**src/rtl/mc_ctrl_unit.sv**
```systemverilog
// Multicycle IF/ID/EXE/MEM/WB sequencer for the MIPS-subset datapath.
// Drives ALU op, operand selects and write enables; memory waits time out.
module mc_ctrl_unit #(
  parameter int unsigned TIMEOUT = 15
) (
  input  logic       clk,
  input  logic       rst,
  input  logic [5:0] op,
  input  logic [5:0] func,
  input  logic       z,
  input  logic       mem_rdy,
  output logic [3:0] aluc,
  output logic [1:0] alusrca,
  output logic [1:0] alusrcb,
  output logic       sext,
  output logic [1:0] pcsrc,
  output logic       wpc,
  output logic       wir,
  output logic       wtgt,
  output logic       wmem,
  output logic       wreg,
  output logic       iord,
  output logic       regrt,
  output logic       m2reg,
  output logic [2:0] state,
  output logic       ill,
  output logic       bus_err
);

  typedef enum logic [2:0] {
    S_IF  = 3'd0,
    S_ID  = 3'd1,
    S_EXE = 3'd2,
    S_MEM = 3'd3,
    S_WB  = 3'd4
  } state_t;

  localparam logic [7:0] TO_CNT = 8'(TIMEOUT);

  localparam logic [3:0] A_ADD = 4'b0000;
  localparam logic [3:0] A_SUB = 4'b0100;
  localparam logic [3:0] A_AND = 4'b0001;
  localparam logic [3:0] A_OR  = 4'b0101;
  localparam logic [3:0] A_XOR = 4'b0010;
  localparam logic [3:0] A_LUI = 4'b0110;
  localparam logic [3:0] A_SLL = 4'b0011;
  localparam logic [3:0] A_SRL = 4'b0111;
  localparam logic [3:0] A_SRA = 4'b1111;

  localparam logic [5:0] OP_R    = 6'b000000;
  localparam logic [5:0] OP_ADDI = 6'b001000;
  localparam logic [5:0] OP_ANDI = 6'b001100;
  localparam logic [5:0] OP_ORI  = 6'b001101;
  localparam logic [5:0] OP_XORI = 6'b001110;
  localparam logic [5:0] OP_LUI  = 6'b001111;
  localparam logic [5:0] OP_LW   = 6'b100011;
  localparam logic [5:0] OP_SW   = 6'b101011;
  localparam logic [5:0] OP_BEQ  = 6'b000100;
  localparam logic [5:0] OP_BNE  = 6'b000101;
  localparam logic [5:0] OP_J    = 6'b000010;

  localparam logic [5:0] F_ADD = 6'b100000;
  localparam logic [5:0] F_SUB = 6'b100010;
  localparam logic [5:0] F_AND = 6'b100100;
  localparam logic [5:0] F_OR  = 6'b100101;
  localparam logic [5:0] F_XOR = 6'b100110;
  localparam logic [5:0] F_SLL = 6'b000000;
  localparam logic [5:0] F_SRL = 6'b000010;
  localparam logic [5:0] F_SRA = 6'b000011;

  state_t     r_state;
  state_t     w_nstate;
  logic [7:0] r_cnt;
  logic [7:0] w_cnt_nxt;

  logic       w_rtype;
  logic       w_lw;
  logic       w_sw;
  logic       w_beq;
  logic       w_bne;
  logic       w_j;
  logic       w_valid;
  logic       w_shift;
  logic       w_sxt;
  logic [3:0] w_dec_aluc;
  logic       w_to;

  assign w_rtype = (op == OP_R);
  assign w_lw    = (op == OP_LW);
  assign w_sw    = (op == OP_SW);
  assign w_beq   = (op == OP_BEQ);
  assign w_bne   = (op == OP_BNE);
  assign w_j     = (op == OP_J);
  assign w_to    = (r_cnt == TO_CNT);
  assign state   = r_state;

  always_comb begin
    w_valid    = 1'b0;
    w_shift    = 1'b0;
    w_sxt      = 1'b0;
    w_dec_aluc = A_ADD;
    if (w_rtype) begin
      case (func)
        F_ADD: begin w_valid = 1'b1; w_dec_aluc = A_ADD; end
        F_SUB: begin w_valid = 1'b1; w_dec_aluc = A_SUB; end
        F_AND: begin w_valid = 1'b1; w_dec_aluc = A_AND; end
        F_OR:  begin w_valid = 1'b1; w_dec_aluc = A_OR;  end
        F_XOR: begin w_valid = 1'b1; w_dec_aluc = A_XOR; end
        F_SLL: begin
          w_valid = 1'b1; w_shift = 1'b1; w_dec_aluc = A_SLL;
        end
        F_SRL: begin
          w_valid = 1'b1; w_shift = 1'b1; w_dec_aluc = A_SRL;
        end
        F_SRA: begin
          w_valid = 1'b1; w_shift = 1'b1; w_dec_aluc = A_SRA;
        end
        default: ;
      endcase
    end else begin
      case (op)
        OP_ADDI, OP_LW, OP_SW: begin
          w_valid = 1'b1; w_sxt = 1'b1; w_dec_aluc = A_ADD;
        end
        OP_ANDI: begin w_valid = 1'b1; w_dec_aluc = A_AND; end
        OP_ORI:  begin w_valid = 1'b1; w_dec_aluc = A_OR;  end
        OP_XORI: begin w_valid = 1'b1; w_dec_aluc = A_XOR; end
        OP_LUI:  begin w_valid = 1'b1; w_dec_aluc = A_LUI; end
        OP_BEQ, OP_BNE: begin
          w_valid = 1'b1; w_sxt = 1'b1; w_dec_aluc = A_SUB;
        end
        OP_J: w_valid = 1'b1;
        default: ;
      endcase
    end
  end

  always_comb begin
    aluc      = A_ADD;
    alusrca   = 2'd0;
    alusrcb   = 2'd0;
    sext      = 1'b0;
    pcsrc     = 2'd0;
    wpc       = 1'b0;
    wir       = 1'b0;
    wtgt      = 1'b0;
    wmem      = 1'b0;
    wreg      = 1'b0;
    iord      = 1'b0;
    regrt     = 1'b0;
    m2reg     = 1'b0;
    ill       = 1'b0;
    bus_err   = 1'b0;
    w_nstate  = r_state;
    w_cnt_nxt = r_cnt;
    case (r_state)
      S_IF: begin
        alusrcb = 2'd1;
        if (mem_rdy) begin
          wir       = 1'b1;
          wpc       = 1'b1;
          w_cnt_nxt = '0;
          w_nstate  = S_ID;
        end else if (w_to) begin
          bus_err   = 1'b1;
          w_cnt_nxt = '0;
          w_nstate  = S_IF;
        end else begin
          w_cnt_nxt = r_cnt + 8'd1;
        end
      end
      S_ID: begin
        alusrcb  = 2'd3;
        sext     = 1'b1;
        w_nstate = S_IF;
        if (!w_valid) begin
          ill = 1'b1;
        end else begin
          wtgt = 1'b1;
          if (w_j) begin
            wpc   = 1'b1;
            pcsrc = 2'd3;
          end else begin
            w_nstate = S_EXE;
          end
        end
      end
      S_EXE: begin
        alusrca  = w_shift ? 2'd2 : 2'd1;
        alusrcb  = w_rtype ? 2'd0 : 2'd2;
        sext     = w_sxt;
        aluc     = w_dec_aluc;
        w_nstate = S_IF;
        // Branch target was latched into the target reg during ID.
        if (w_beq || w_bne) begin
          pcsrc = 2'd1;
          wpc   = w_beq ? z : !z;
        end else if (w_lw || w_sw) begin
          w_nstate = S_MEM;
        end else if (w_valid) begin
          w_nstate = S_WB;
        end
      end
      S_MEM: begin
        iord = 1'b1;
        wmem = w_sw;
        if (mem_rdy) begin
          w_cnt_nxt = '0;
          w_nstate  = w_lw ? S_WB : S_IF;
        end else if (w_to) begin
          wmem      = 1'b0;
          bus_err   = 1'b1;
          w_cnt_nxt = '0;
          w_nstate  = S_IF;
        end else begin
          w_cnt_nxt = r_cnt + 8'd1;
        end
      end
      S_WB: begin
        wreg     = 1'b1;
        regrt    = !w_rtype;
        m2reg    = w_lw;
        w_nstate = S_IF;
      end
      default: begin
        w_cnt_nxt = '0;
        w_nstate  = S_IF;
      end
    endcase
    // The reset cycle is a dead cycle: nothing may be written.
    if (rst) begin
      aluc    = A_ADD;
      alusrca = 2'd0;
      alusrcb = 2'd0;
      sext    = 1'b0;
      pcsrc   = 2'd0;
      wpc     = 1'b0;
      wir     = 1'b0;
      wtgt    = 1'b0;
      wmem    = 1'b0;
      wreg    = 1'b0;
      iord    = 1'b0;
      regrt   = 1'b0;
      m2reg   = 1'b0;
      ill     = 1'b0;
      bus_err = 1'b0;
    end
  end

  always_ff @(posedge clk) begin
    if (rst) begin
      r_state <= S_IF;
      r_cnt   <= '0;
    end else begin
      r_state <= w_nstate;
      r_cnt   <= w_cnt_nxt;
    end
  end

endmodule

```
**config.mk**
```make
export PLATFORM = sky130hd
export DESIGN_NAME = mc_ctrl_unit
export DESIGN_NICKNAME = d
export VERILOG_FILES = /design/src/rtl/mc_ctrl_unit.sv
export SDC_FILE = /design/constraint.sdc
export NUM_CORES = 1
export LEC_CHECK = 0
export BUFFER_PORTS_ARGS = -buffer_cell sky130_fd_sc_hd__buf_2
export CAP_MARGIN = 15
export CORE_UTILIZATION = 52
export DETAILED_ROUTE_END_ITERATION = 12
export PLACE_DENSITY = 0.85
export SYNTH_ARGS = -nofsm -noshare
export SYNTH_HDL_FRONTEND = slang
export SYNTH_SLANG_ARGS = --single-unit
```
**constraint.sdc**
```tcl
create_clock -name clk -period 4.6 [get_ports clk]
set_input_delay 0.46 -clock clk [delete_from_list [all_inputs] [get_ports clk]]
set_output_delay 0.46 -clock clk [all_outputs]
set_load 0.1 [all_outputs]
```
==> results of run 1 <==
==> stage by stage <==
step / cells / total power [mW] / hold WS, ps / area (um^2)
floorplan: 146 / 0.1634 / 457.7 / 1026
global placement: 202 / 0.1807 / 471.8 / 1220
detailed placement: 202 / 0.1827 / 485.3 / 1220
CTS: 206 / 0.2492 / 448.3 / 1246
global route: 206 / 0.2617 / 456.1 / 1246
finish: 206 / 0.2476 / 461.6 / 1246
==> registers in the layout, summed over array words and instances, names as in the netlist <==
signal  flops
r_cnt       8
state       3
==> final timing paths <==
path / from / end / slack (ps) / cells after the start
worst max-delay path: op[3] / alusrca[1] / 1570 / 7
worst min-delay path: rst / r_cnt[0]$_SDFFE_PP0N_ / 460 / 2
worst max register to register: state[0]$_SDFF_PP0_ / r_cnt[5]$_SDFFE_PP0N_ / 2680 / 5
worst min register to register: r_cnt[0]$_SDFFE_PP0N_ / r_cnt[0]$_SDFFE_PP0N_ / 490 / 2
==> cell usage in the layout, fill, tap and decap left out, types with 3 or more instances in the layout <==
cell / count
and3_1: 3
nand2_1: 10
nor2_1: 26
o21ai_0: 6
inv_1: 5
buf_2: 39
nor3_1: 4
nand2b_1: 5
xnor2_1: 6
nor2b_1: 8
a21oi_1: 8
clkbuf_4: 3
dfxtp_1: 11
nand3_1: 3
nor4_1: 4
nand3b_1: 3
==> routing by layer <==
| metal | share of wire [%] | track usage (%) | vias to the layer above | wire length [um] |
|---|---|---|---|---|
| met1 | 48 | 37.94 | 526 | 1284 |
| met2 | 43 | 41.69 | 62 | 1142 |
| met4 | 0.19 | 4.118 | 0 | 5 |
| met3 | 8.5 | 8.235 | 2 | 227 |
| met5 | 0 | 0 | - | 0 |
| li1 | - | - | 596 | - |
==> power groups by stage <==
| stage | combinational (mW) | clock, mW | sequential, mW |
|---|---|---|---|
| after floorplan | 0.0579 | 0 | 0.106 |
| after global placement | 0.0788 | 0 | 0.102 |
| after detailed placement | 0.0806 | 0 | 0.102 |
| after CTS | 0.0809 | 0.0684 | 0.0998 |
| after global routing | 0.0873 | 0.0741 | 0.100 |
| final | 0.0817 | 0.0660 | 0.0999 |
==> cell families after synthesis <==
group | after synthesis | synth area share [%]
adders and majority gates | 1 | 1.234
and+or+nand+nor | 81 | 42.84
DFF | 11 | 21.73
buffers and inverters | 13 | 5.062
AOI/OAI and AO/OA | 33 | 23.09
xor gates and xnor gates | 7 | 6.050
==> worst max-delay path, delay by kind of cell <==
family | cells | cell delay [ps]
buffers and inverters | 2 | 610
and+or+nand+nor | 4 | 1380
AOI/OAI and AO/OA | 1 | 130
==> cell type report <==
class | count | share of cell area [%]
Multi-Input combinational cell | 122 | 60.54
Sequential cell | 11 | 17.67
Clock buffer | 4 | 2.108
Timing Repair Buffer | 39 | 15.66
Inverter | 5 | 1.506
Tap cell | 25 | 2.510
==> tab_implementation.tex, run 1 <==
\begin{tabular}{lr}
\hline
Metric & Value \\
\hline
\multicolumn{2}{l}{\textbf{Run status}} \\
\quad Run status & finished, final reports clean \\
\multicolumn{2}{l}{\textbf{Yosys}} \\
\quad Synthesized netlist net count & 163 \\
\quad Number of different library cells in the post-synthesis netlist & 45 \\
\quad Ys async rst share & 0\% \\
\quad Total of flip-flops plus latches after synthesis & 11 \\
\quad Yosys warnings & 0 \\
\quad Top cells by area in the synthesized netlist & dfxtp\_1 22\%, nor2\_1 9.6\%, xnor2\_1 5.2\% \\
\quad Main synth FF type & dfxtp\_1 \\
\quad Sequential-to-total area share from yosys stat & between 20\% and 30\% \\
\quad Share of the synthesized area in the top cell type & 21.73\% \\
\quad Synthesized area & 1013 um\^{}2 \\
\quad Library cell with the highest instance count after synthesis & nor2\_1 \\
\quad Post-synthesis cell count & around 150 \\
\quad EDFF count, synth & 0 \\
\quad Top cells by instance count after synthesis & 26 x nor2\_1, 11 x dfxtp\_1, 10 x nand2\_1, 8 x a21oi\_1, 8 x nor2b\_1 \\
\quad Largest area contributor in the netlist & dfxtp\_1 \\
\quad Synthesized area per cell & 6.942 um\^{}2 \\
\multicolumn{2}{l}{\textbf{Placed design}} \\
\quad Count of input and output buffers & 39 \\
\quad Routability congestion estimate from global placement & 0.9659 \\
\quad Final HPWL DP & between 2 and 2.5 mm \\
\quad Pre-CTS setup slack & 1619 ps \\
\multicolumn{2}{l}{\textbf{Floorplanning}} \\
\quad Die Area & 2129 um\^{}2 \\
\quad DIE WIDTH & 46.15 um \\
\quad Die span in y & between 40 and 50 um \\
\quad Standard-cell row count & 15 \\
\quad Area of the core & approximately 1800 um\^{}2 \\
\quad Starting density of the core & 56.84\% \\
\quad Top-level I/O count & 40 \\
\multicolumn{2}{l}{\textbf{STA}} \\
\quad Unrepaired setup endpoints after global routing & false \\
\quad Finish-stage setup viols & 0 \\
\quad Clk\_skew & 6.051 ps \\
\quad Final setup margin & around 1600 ps \\
\quad Worst slew margin & a little over two fifths \\
\quad Achievable frequency & approximately 330 MHz \\
\quad Shortest period the worst path allows & roughly 3000 ps \\
\quad Transition at the pin with the smallest max-transition slack & 856.2 ps \\
\quad Total count of max-transition violations in the final report & 0 \\
\quad Sum of negative setup slack & 0 ps \\
\quad Number of hold violations in the final report & 0 \\
\quad Crit share post-route & 65.95\% \\
\multicolumn{2}{l}{\textbf{Power and ir drop}} \\
\quad Peak VDD IR & 0.1590 mV \\
\quad Clock share of power & 26.6\% \\
\quad Proportion of power drawn by flip-flops and latches & 40.4\% \\
\quad Internal power of the cells & 0.1535 mW \\
\quad NetSw & about 0.094 mW \\
\quad Switching Fraction & 38.01\% \\
\quad Leak & 0.5345 nW \\
\quad Part of the power in combinational logic & 33.0\% \\
\quad Pwr Density & about 200 nW/um\^{}2 \\
\multicolumn{2}{l}{\textbf{Layout}} \\
\quad Area Growth Syn to Fin & 22.96\% \\
\quad Count of fill cells added during filler insertion & between 150 and 200 \\
\quad Multi-input gate area in the final layout & 754.5 um\^{}2 \\
\quad Layout cells sized above 1 & between 20 and 30\% \\
\quad Final design utilization & a little over two thirds \\
\quad Storage element area & 220.2 um\^{}2 \\
\quad Net total in the final layout & 199 \\
\quad Diodes inserted & 0 \\
\multicolumn{2}{l}{\textbf{Critical path}} \\
\quad Peak per-stage delay on the critical path & 650 ps \\
\quad Critical path data arrival time & 2570 ps \\
\quad Crit path max-delay cell type & nor4\_1 \\
\quad Startpoint Class & primary input \\
\quad Cells traversed along the worst timing path & buf\_2, or2\_2, nor4\_1, and3\_1, nand3\_1, a21oi\_1, buf\_2 \\
\quad Largest fanout on the critical path & 12 \\
\quad Critical path class & in -> out \\
\quad Required time of the worst setup path & 4140 ps \\
\quad Crit path capture type & primary output \\
\quad Cell occurring most often along the worst timing path & buf\_2 \\
\multicolumn{2}{l}{\textbf{GRT}} \\
\quad Global-route wire length before repair & around 4.2 mm \\
\quad Via count of the first global-routing pass & 962 \\
\quad Number of antenna violations at the first check in global routing & 0 \\
\quad Total overflow reported by the global router & 0 \\
\quad GRT Util Overall & 27.21\% \\
\quad Maximum number of pins on one net before global-route repair & 13 \\
\multicolumn{2}{l}{\textbf{Clocking}} \\
\quad Insertion delay to the later sink of the worst-skew pair & 270 ps \\
\quad CTS HTree Levels & 1 \\
\quad Clock Sink Count & 11 \\
\quad Clock-pin slew on the worst setup and hold paths & 70 ps \\
\quad CTS root buf & clkbuf\_4 \\
\quad Maximum root-to-sink buffer count & 2 \\
\quad Clock tree from TritonCTS & built \\
\quad Post-CTS setup repair buffer count & 0 \\
\quad Number of instances resized during post-cts repair & 0 \\
\quad Number of clock buffers inserted by TritonCTS & 3 \\
\quad CTS hold repair buffers & 0 \\
\multicolumn{2}{l}{\textbf{Drt}} \\
\quad Drt pass-1 iters & 5 \\
\quad Wirelength per Cell & 12.91 um \\
\quad Drt initial violations & 74 \\
\quad Number of nets with antenna violations after routing & 0 \\
\quad Via/cell ratio & 5.757 \\
\quad Routed wire length & 2.659 mm \\
\quad DRC Markers & 0 \\
\quad Overall via count from detail\_route & between 1,000 and 1,500 \\
\multicolumn{2}{l}{\textbf{Min path}} \\
\quad Classification of the worst-slack hold path & in -> reg \\
\multicolumn{2}{l}{\textbf{Flow run}} \\
\quad Number of max-cap violations & 0 \\
\hline
\end{tabular}
Power figures use the tool's default switching activity.
==> inputs of run 2 (changes only) <==
--- a/config.mk
+++ b/config.mk
@@ -5,11 +5,12 @@
 export SDC_FILE = /design/constraint.sdc
 export NUM_CORES = 1
 export LEC_CHECK = 0
+export ABC_AREA = 1
 export BUFFER_PORTS_ARGS = -buffer_cell sky130_fd_sc_hd__buf_2
 export CAP_MARGIN = 15
-export CORE_UTILIZATION = 52
+export CORE_UTILIZATION = 48
 export DETAILED_ROUTE_END_ITERATION = 12
-export PLACE_DENSITY = 0.85
+export PLACE_DENSITY = 0.79
 export SYNTH_ARGS = -nofsm -noshare
 export SYNTH_HDL_FRONTEND = slang
 export SYNTH_SLANG_ARGS = --single-unit
==> constraint.sdc (replaced) <==
create_clock -name clk -period 2.98 [get_ports clk]
set_input_delay 0.298 -clock clk [delete_from_list [all_inputs] [get_ports clk]]
set_output_delay 0.298 -clock clk [all_outputs]
set_load 0.1 [all_outputs]
==> tab_implementation.tex, run 2 <==
\begin{tabular}{lr}
\hline
Metric & Value \\
\hline
\multicolumn{2}{l}{\textbf{Critical path}} \\
\quad Crit path capture type & primary output \\
\quad Endpoint of the most critical register-to-register path & r\_cnt[7]\$\_SDFFE\_PP0N\_ \\
\quad Worst reg2reg path depth & 8 (+3) \\
\quad Origin of the critical flop-to-flop path & r\_cnt[0]\$\_SDFFE\_PP0N\_ \\
\quad Startpoint Class & flip-flop \\
\quad Required time of the worst setup path & 2680 ps (-1460 ps) \\
\quad Worst-case register-to-register setup slack & 1330 ps (-1350 ps) \\
\quad Critical path class & reg -> out \\
\quad Largest fanout on the critical path & 5 (-7) \\
\quad Setup crit end & sext \\
\quad Critical path data arrival time & 1920 ps (-650 ps) \\
\quad Worst setup path startpoint & state[2]\$\_SDFF\_PP0\_ \\
\multicolumn{2}{l}{\textbf{STA}} \\
\quad Crit share post-route & between 70\% and 80\% \\
\quad Finish-stage setup viols & 0 (unchanged) \\
\quad Shortest period the worst path allows & 2215 ps \\
\quad Achievable frequency & 451.4 MHz \\
\quad Unrepaired setup endpoints after global routing & false \\
\quad Clk\_skew & 1.244 ps (-4.807 ps) \\
\quad Number of hold violations in the final report & 0 (unchanged) \\
\quad Transition at the pin with the smallest max-transition slack & 487.0 ps (-369.2 ps) \\
\quad Total count of max-transition violations in the final report & 0 (unchanged) \\
\quad Worst slew margin & 67.75\% (+25 points) \\
\multicolumn{2}{l}{\textbf{Clocking}} \\
\quad Number of clock buffers inserted by TritonCTS & 3 (unchanged) \\
\quad Number of instances resized during post-cts repair & 0 (unchanged) \\
\quad Clock Sink Count & 11 (unchanged) \\
\quad Maximum root-to-sink buffer count & 2 (unchanged) \\
\quad Post-CTS setup repair buffer count & 0 (unchanged) \\
\quad Clock tree from TritonCTS & built \\
\quad Insertion delay to the later sink of the worst-skew pair & 270 ps (about the same) \\
\quad CTS HTree Levels & 1 (unchanged) \\
\quad Clock-pin slew on the worst setup and hold paths & 70 ps (about the same) \\
\quad CTS root buf & clkbuf\_4 \\
\quad CTS hold repair buffers & 0 (unchanged) \\
\multicolumn{2}{l}{\textbf{Yosys}} \\
\quad Post-synthesis cell count & 180 (+23\%) \\
\quad Ys async rst share & 0\% (unchanged) \\
\quad Total of flip-flops plus latches after synthesis & 11 (unchanged) \\
\quad Library cell with the highest instance count after synthesis & nor2\_1 \\
\quad Yosys warnings & 0 (unchanged) \\
\quad Largest area contributor in the netlist & dfxtp\_1 \\
\quad Top cells by instance count after synthesis & 36 x nor2\_1, 32 x nand2\_1, 28 x inv\_1, 14 x nand3\_1, 11 x dfxtp\_1 \\
\quad Main synth FF type & dfxtp\_1 \\
\quad Sequential-to-total area share from yosys stat & 21.41\% (-0.32 points) \\
\quad Share of the synthesized area in the top cell type & 21.41\% (-0.32 points) \\
\quad Synthesized area & 1028 um\^{}2 (+1.5\%) \\
\quad EDFF count, synth & 0 (unchanged) \\
\quad Number of different library cells in the post-synthesis netlist & 25 (-44\%) \\
\quad Top cells by area in the synthesized netlist & dfxtp\_1 21\%, nor2\_1 13\%, nand2\_1 12\% \\
\quad Synthesized netlist net count & 197 (+21\%) \\
\quad Synthesized area per cell & 5.714 um\^{}2 (-18\%) \\
\multicolumn{2}{l}{\textbf{Layout}} \\
\quad Layout cells sized above 1 & 36.04\% (+7.9 points) \\
\quad Leading cell type in the layout, fill and taps excluded & buf\_2 \\
\quad Finished Layout Cells & 249 (+21\%) \\
\quad Largest register by flop count & r\_cnt \\
\quad Area Growth Syn to Fin & 34.43\% \\
\quad Diodes inserted & 0 (unchanged) \\
\quad Final non-filler cell area & 1383 um\^{}2 (+11\%) \\
\quad Storage element area & 222.7 um\^{}2 (+1.1\%) \\
\quad Count of fill cells added during filler insertion & 185 (+19\%) \\
\quad Number of flip-flops in the largest register & 8 (unchanged) \\
\quad Net total in the final layout & 240 (+21\%) \\
\quad Multi-input gate area in the final layout & 773.2 um\^{}2 (+2.5\%) \\
\quad Most frequent cells in the layout & 39 x buf\_2, 33 x nor2\_1, 32 x nand2\_1, 28 x inv\_1, 14 x nand3\_1 \\
\multicolumn{2}{l}{\textbf{Drt}} \\
\quad Wirelength per Cell & 10.22 um (-21\%) \\
\quad Drt initial violations & 29 (-61\%) \\
\quad Overall via count from detail\_route & 1,237 (+4.3\%) \\
\quad Drt pass-1 iters & 4 (-1) \\
\quad Number of nets with antenna violations after routing & 0 (unchanged) \\
\quad Routed wire length & 2.544 mm (-4.3\%) \\
\quad Via/cell ratio & 4.968 (-14\%) \\
\quad DRC Markers & 0 (unchanged) \\
\multicolumn{2}{l}{\textbf{GRT}} \\
\quad Total overflow reported by the global router & 0 (unchanged) \\
\quad Number of antenna violations at the first check in global routing & 0 (unchanged) \\
\quad Maximum number of pins on one net before global-route repair & 15 (+2) \\
\quad GRT Util Overall & 23.08\% (-4.1 points) \\
\quad Global-route wire length before repair & 3.705 mm (-11\%) \\
\quad Via count of the first global-routing pass & 933 (-3.0\%) \\
\multicolumn{2}{l}{\textbf{Min path}} \\
\quad Classification of the worst-slack hold path & in -> reg \\
\multicolumn{2}{l}{\textbf{Run status}} \\
\quad Run status & finished, final reports clean \\
\multicolumn{2}{l}{\textbf{Floorplanning}} \\
\quad Top-level I/O count & 40 (unchanged) \\
\quad Area of the core & 1982 um\^{}2 (+11\%) \\
\quad Standard-cell row count & 16 (+1) \\
\quad Die Area & 2332 um\^{}2 (+9.5\%) \\
\quad Die span in y & 48.29 um (+4.6\%) \\
\quad DIE WIDTH & 48.29 um (+4.6\%) \\
\quad Starting density of the core & 51.89\% (-4.9 points) \\
\multicolumn{2}{l}{\textbf{Placed design}} \\
\quad Placed Instances & 245 (+21\%) \\
\quad Routability congestion estimate from global placement & 0.7849 (-19\%) \\
\quad Placed cell area & 1356 um\^{}2 (+11\%) \\
\quad Final HPWL DP & 2.184 mm (+4.9\%) \\
\quad Count of input and output buffers & 39 (unchanged) \\
\multicolumn{2}{l}{\textbf{Power and ir drop}} \\
\quad Pwr Density & 276.3 nW/um\^{}2 (+39\%) \\
\quad Leak & 0.7029 nW (+31\%) \\
\quad Peak VDD IR & 0.2105 mV (+32\%) \\
\multicolumn{2}{l}{\textbf{Flow run}} \\
\quad Number of max-cap violations & 0 (unchanged) \\
\hline
\end{tabular}
[run 2: how the worst min path moves through the flow]
stage	from	cells past startpoint	slack (ps)	to
global route	op[3]	4	390	state[2]$_SDFF_PP0_
CTS	op[3]	4	370	state[2]$_SDFF_PP0_
detailed placement	r_cnt[1]$_SDFFE_PP0N_	2	490	r_cnt[1]$_SDFFE_PP0N_
floorplan	r_cnt[1]$_SDFFE_PP0N_	2	460	r_cnt[1]$_SDFFE_PP0N_
finish	op[3]	4	370	state[2]$_SDFF_PP0_
global placement	r_cnt[1]$_SDFFE_PP0N_	2	470	r_cnt[1]$_SDFFE_PP0N_
[run 2: metrics by stage]
| step | hold slack (ps) | worst slack, ps | utilization (%) | power, mW | TNS (ps) |
|---|---|---|---|---|---|
| global placement | 470.2 | 890.4 | 68.43 | 0.2772 | 0 |
| CTS | 368.0 | 755.4 | 69.76 | 0.3829 | 0 |
| detailed placement | 486.6 | 853.5 | 68.43 | 0.2799 | 0 |
| global route | 392.1 | 659.8 | 69.76 | 0.4022 | 0 |
| floorplan | 462.3 | -123.3 | - | 0.2499 | -123.3 |
| finish | 374.9 | 764.8 | 69.76 | 0.3820 | 0 |
[run 2: kinds of logic after synthesis]
logic type      count (synthesis)  synth area share [%]
flops                          11                 21.41
xor+xnor                        5                 4.258
fa+ha+maj                       1                 1.216
buf+inv                        36                 13.14
simple gates                  106                 47.81
compound gates                 21                 12.17
[run 2: critical path: stages, from the launching register on]
cell	delay, ps
dfxtp_1	350
inv_2	100
nand3_2	150
nor2_4	170
inv_2	80
o21ai_4	170
a21boi_4	190
buf_2	430
[run 2: report_power, final]
part / leakage, nW / internal, mW / switching, mW
combinational: 0.598 / 0.0286 / 0.0935
sequential: 0.0900 / 0.150 / 0.00386
clock: 0.0150 / 0.0519 / 0.0537
total: 0.703 / 0.231 / 0.151
[run 2: final cells by class]
class | instances | share of cell area (%)
tap | 27 | 2.443
clock buffer | 4 | 1.900
inverter | 35 | 9.502
sequential | 11 | 16.11
multi-input combinational | 133 | 55.93
timing repair buffer | 39 | 14.12
[run 2: layer usage]
| metal | part of all wire [%] | global-route usage, % | vias to the layer above | wire length [um] |
|---|---|---|---|---|
| met3 | 2.7 | 3.704 | 6 | 69 |
| met5 | 0 | 0 | - | 0 |
| met4 | 2.2 | 11.11 | 0 | 57 |
| met2 | 50 | 40.53 | 32 | 1273 |
| li1 | - | - | 657 | - |
| met1 | 45 | 27.01 | 542 | 1144 |
==> inputs of run 3 (changes only) <==
--- a/config.mk
+++ b/config.mk
@@ -8,9 +8,9 @@
 export ABC_AREA = 1
 export BUFFER_PORTS_ARGS = -buffer_cell sky130_fd_sc_hd__buf_2
 export CAP_MARGIN = 15
-export CORE_UTILIZATION = 48
+export CORE_UTILIZATION = 43
 export DETAILED_ROUTE_END_ITERATION = 12
-export PLACE_DENSITY = 0.79
+export PLACE_DENSITY = 0.75
 export SYNTH_ARGS = -nofsm -noshare
 export SYNTH_HDL_FRONTEND = slang
 export SYNTH_SLANG_ARGS = --single-unit
==> constraint.sdc (replaced) <==
create_clock -name clk -period 1.8 [get_ports clk]
set_input_delay 0.18 -clock clk [delete_from_list [all_inputs] [get_ports clk]]
set_output_delay 0.18 -clock clk [all_outputs]
set_load 0.1 [all_outputs]
==> tab_implementation.tex, run 3 (synthesized netlist as in run 2, its figures left out) <==
\begin{tabular}{lr}
\hline
Metric & Value \\
\hline
\multicolumn{2}{l}{\textbf{Drt}} \\
\quad Drt initial violations & 61 (+110\%) \\
\quad Drt pass-1 iters & 5 (+1) \\
\quad Wirelength per Cell & 16.69 um (+63\%) \\
\quad Number of nets with antenna violations after routing & 0 (unchanged) \\
\quad DRC Markers & 0 (unchanged) \\
\quad Via/cell ratio & 5.778 (+16\%) \\
\quad Overall via count from detail\_route & 1,589 (+28\%) \\
\quad Routed wire length & 4.591 mm (+80\%) \\
\multicolumn{2}{l}{\textbf{Clocking}} \\
\quad CTS root buf & clkbuf\_4 \\
\quad Clock tree from TritonCTS & built \\
\quad Number of clock buffers inserted by TritonCTS & 3 (unchanged) \\
\quad CTS hold repair buffers & 0 (unchanged) \\
\quad Maximum root-to-sink buffer count & 2 (unchanged) \\
\quad Clock-pin slew on the worst setup and hold paths & 70 ps (about the same) \\
\quad CTS HTree Levels & 1 (unchanged) \\
\quad Insertion delay to the later sink of the worst-skew pair & 290 ps (+20 ps) \\
\quad Clock Sink Count & 11 (unchanged) \\
\multicolumn{2}{l}{\textbf{Layout}} \\
\quad Net total in the final layout & 265 (+10\%) \\
\quad Largest register by flop count & r\_cnt \\
\quad Finished Layout Cells & 275 (+10\%) \\
\quad Area Growth Syn to Fin & 95.62\% \\
\quad Final non-filler cell area & 2012 um\^{}2 (+46\%) \\
\quad Number of flip-flops in the largest register & 8 (unchanged) \\
\quad Layout cells sized above 1 & 51.82\% (+16 points) \\
\quad Diodes inserted & 0 (unchanged) \\
\quad Most frequent cells in the layout & 26 x nand2\_1, 26 x nor2\_1, 23 x inv\_1, 23 x buf\_4, 21 x buf\_2 \\
\multicolumn{2}{l}{\textbf{STA}} \\
\quad Unrepaired setup endpoints after global routing & true \\
\quad Clk\_skew & 13.48 ps (+12.24 ps) \\
\quad Number of hold violations in the final report & 0 (unchanged) \\
\quad Final setup margin & -50.04 ps (-814.9 ps) \\
\quad Achievable frequency & 540.5 MHz \\
\quad Worst slew margin & 67.77\% (about the same) \\
\quad Shortest period the worst path allows & 1850 ps \\
\quad Total count of max-transition violations in the final report & 0 (unchanged) \\
\quad Finish-stage setup viols & 1 (+1) \\
\quad Transition at the pin with the smallest max-transition slack & 486.8 ps (-0.2024 ps) \\
\quad Crit share post-route & 102.8\% \\
\multicolumn{2}{l}{\textbf{Critical path}} \\
\quad Startpoint Class & flip-flop \\
\quad Worst reg2reg path depth & 9 (+1) \\
\quad Worst-case register-to-register setup slack & 30 ps (-1300 ps) \\
\quad Crit path max-delay cell type & dfxtp\_2 \\
\quad Origin of the critical flop-to-flop path & r\_cnt[1]\$\_SDFFE\_PP0N\_ \\
\quad Endpoint of the most critical register-to-register path & r\_cnt[4]\$\_SDFFE\_PP0N\_ \\
\quad Critical path class & reg -> out \\
\quad Required time of the worst setup path & 1620 ps (-1060 ps) \\
\quad Largest fanout on the critical path & 3 (-2) \\
\quad Crit path capture type & primary output \\
\quad Critical path data arrival time & 1670 ps (-250 ps) \\
\quad Peak per-stage delay on the critical path & 360 ps (-70 ps) \\
\quad Cells traversed along the worst timing path & ha\_4, nand2\_4, nor2\_4, nand4\_1, nor3\_4, buf\_12 \\
\multicolumn{2}{l}{\textbf{Floorplanning}} \\
\quad Top-level I/O count & 40 (unchanged) \\
\quad Die span in y & 50.91 um (+5.4\%) \\
\quad Starting density of the core & 46.05\% (-5.8 points) \\
\quad Die Area & 2591 um\^{}2 (+11\%) \\
\quad DIE WIDTH & 50.91 um (+5.4\%) \\
\quad Area of the core & 2233 um\^{}2 (+13\%) \\
\quad Standard-cell row count & 17 (+1) \\
\multicolumn{2}{l}{\textbf{Min path}} \\
\quad WHS Path Cells & 4 (unchanged) \\
\quad Worst hold start & op[3] \\
\quad Classification of the worst-slack hold path & in -> reg \\
\quad Worst Hold Endpoint & state[2]\$\_SDFF\_PP0\_ \\
\multicolumn{2}{l}{\textbf{Power and ir drop}} \\
\quad Switching Fraction & 40.69\% (+1.1 points) \\
\quad Pwr Density & 350.2 nW/um\^{}2 (+27\%) \\
\quad Clock share of power & 24.6\% (-3.0 points) \\
\quad Proportion of power drawn by flip-flops and latches & 36.1\% (-4.3 points) \\
\quad Peak VDD IR & 0.4352 mV (+110\%) \\
\quad Leak & 0.9075 nW (+29\%) \\
\quad Part of the power in combinational logic & 39.3\% (+7.3 points) \\
\quad Internal power of the cells & 0.4179 mW (+81\%) \\
\quad NetSw & 0.2866 mW (+90\%) \\
\multicolumn{2}{l}{\textbf{Run status}} \\
\quad Violated checks & negative setup slack \\
\quad Run status & complete, but fails checks \\
\multicolumn{2}{l}{\textbf{GRT}} \\
\quad Via count of the first global-routing pass & 1,417 (+52\%) \\
\quad GRT Util Overall & 32.94\% (+9.9 points) \\
\quad Total overflow reported by the global router & 0 (unchanged) \\
\quad Number of antenna violations at the first check in global routing & 0 (unchanged) \\
\quad Global-route wire length before repair & 6.237 mm (+68\%) \\
\quad Maximum number of pins on one net before global-route repair & 10 (-5) \\
\multicolumn{2}{l}{\textbf{Placed design}} \\
\quad Placed cell area & 1762 um\^{}2 (+30\%) \\
\quad Count of input and output buffers & 39 (unchanged) \\
\quad Routability congestion estimate from global placement & 0.9453 (+20\%) \\
\quad Final HPWL DP & 2.928 mm (+34\%) \\
\quad Placed Instances & 253 (+3.3\%) \\
\quad Pre-CTS setup slack & 51.53 ps (-802.0 ps) \\
\multicolumn{2}{l}{\textbf{Flow run}} \\
\quad Number of max-cap violations & 0 (unchanged) \\
\hline
\end{tabular}
==> run 3: cell count changes in the layout (fill, tap and decap cells not counted), sizes merged <==
cell,change
buf,+23
clkinvlp,+3
inv,-3
clkbuf,+2
==> run 3: how the worst max path moves through the flow <==
| stage | slack (ps) | to | start | depth (start not counted) |
|---|---|---|---|---|
| after floorplan | -580 | m2reg | state[0]$_SDFF_PP0_ | 5 |
| after global placement | 90 | aluc[3] | op[2] | 9 |
| after detailed placement | 50 | pcsrc[1] | op[2] | 12 |
| after CTS | -0.02 | sext | state[0]$_SDFF_PP0_ | 7 |
| after global routing | -70 | bus_err | r_cnt[1]$_SDFFE_PP0N_ | 6 |
| final | -50 | bus_err | r_cnt[1]$_SDFFE_PP0N_ | 6 |
==> run 3: area by class of cell <==
| cell class | count | area, um^2 |
|---|---|---|
| clock buffers | 4 | 26.28 |
| fillers | 102 | 221.5 |
| inverters | 35 | 150.1 |
| multi-input cells | 133 | 930.9 |
| flip-flops and latches | 11 | 234.0 |
| well taps | 28 | 35.03 |
| repair buffers | 64 | 635.6 |
==> run 3: critical path, delay by kind of cell (launching register included) <==
kind	cells	cell delay, ps
adders and majority gates	1	150
DFF	1	360
and+or+nand+nor	4	650
buffers and inverters	1	200
==> run 3: per-layer routing <==
layer | GRT usage, % | share of wire [%] | vias up
li1 | - | - | 707
met1 | 34.35 | 34 | 716
met2 | 59.43 | 51 | 131
met3 | 6.845 | 9.0 | 35
met4 | 20.37 | 6.0 | 0
met5 | 0 | 0 | -
==> run 3: repair_timing <==
item,4_1_cts,5_1_grt
pin swaps,8,11
buffers inserted,10,8
endpoints found under the setup margin,5,17
resized for setup,12,15
==> run 3: power groups by stage <==
| stage | Sequential (mW) | Clock [mW] | Combinational (mW) |
|---|---|---|---|
| floorplan | 0.271 | 0 | 0.148 |
| global placement | 0.258 | 0 | 0.233 |
| detailed placement | 0.258 | 0 | 0.241 |
| CTS | 0.254 | 0.177 | 0.253 |
| global route | 0.255 | 0.187 | 0.292 |
| finish | 0.255 | 0.173 | 0.277 |
==> run 3: through the flow <==
stage	power (mW)	utilization, %	TNS [ps]	hold slack (ps)
floorplan	0.4195	-	-3151	369.3
global placement	0.4908	78.88	0	474.9
detailed placement	0.4990	78.88	0	494.0
CTS	0.6838	85.04	-0.02354	274.3
global route	0.7341	90.08	-268.9	303.2
finish	0.7045	90.08	-50.04	311.9
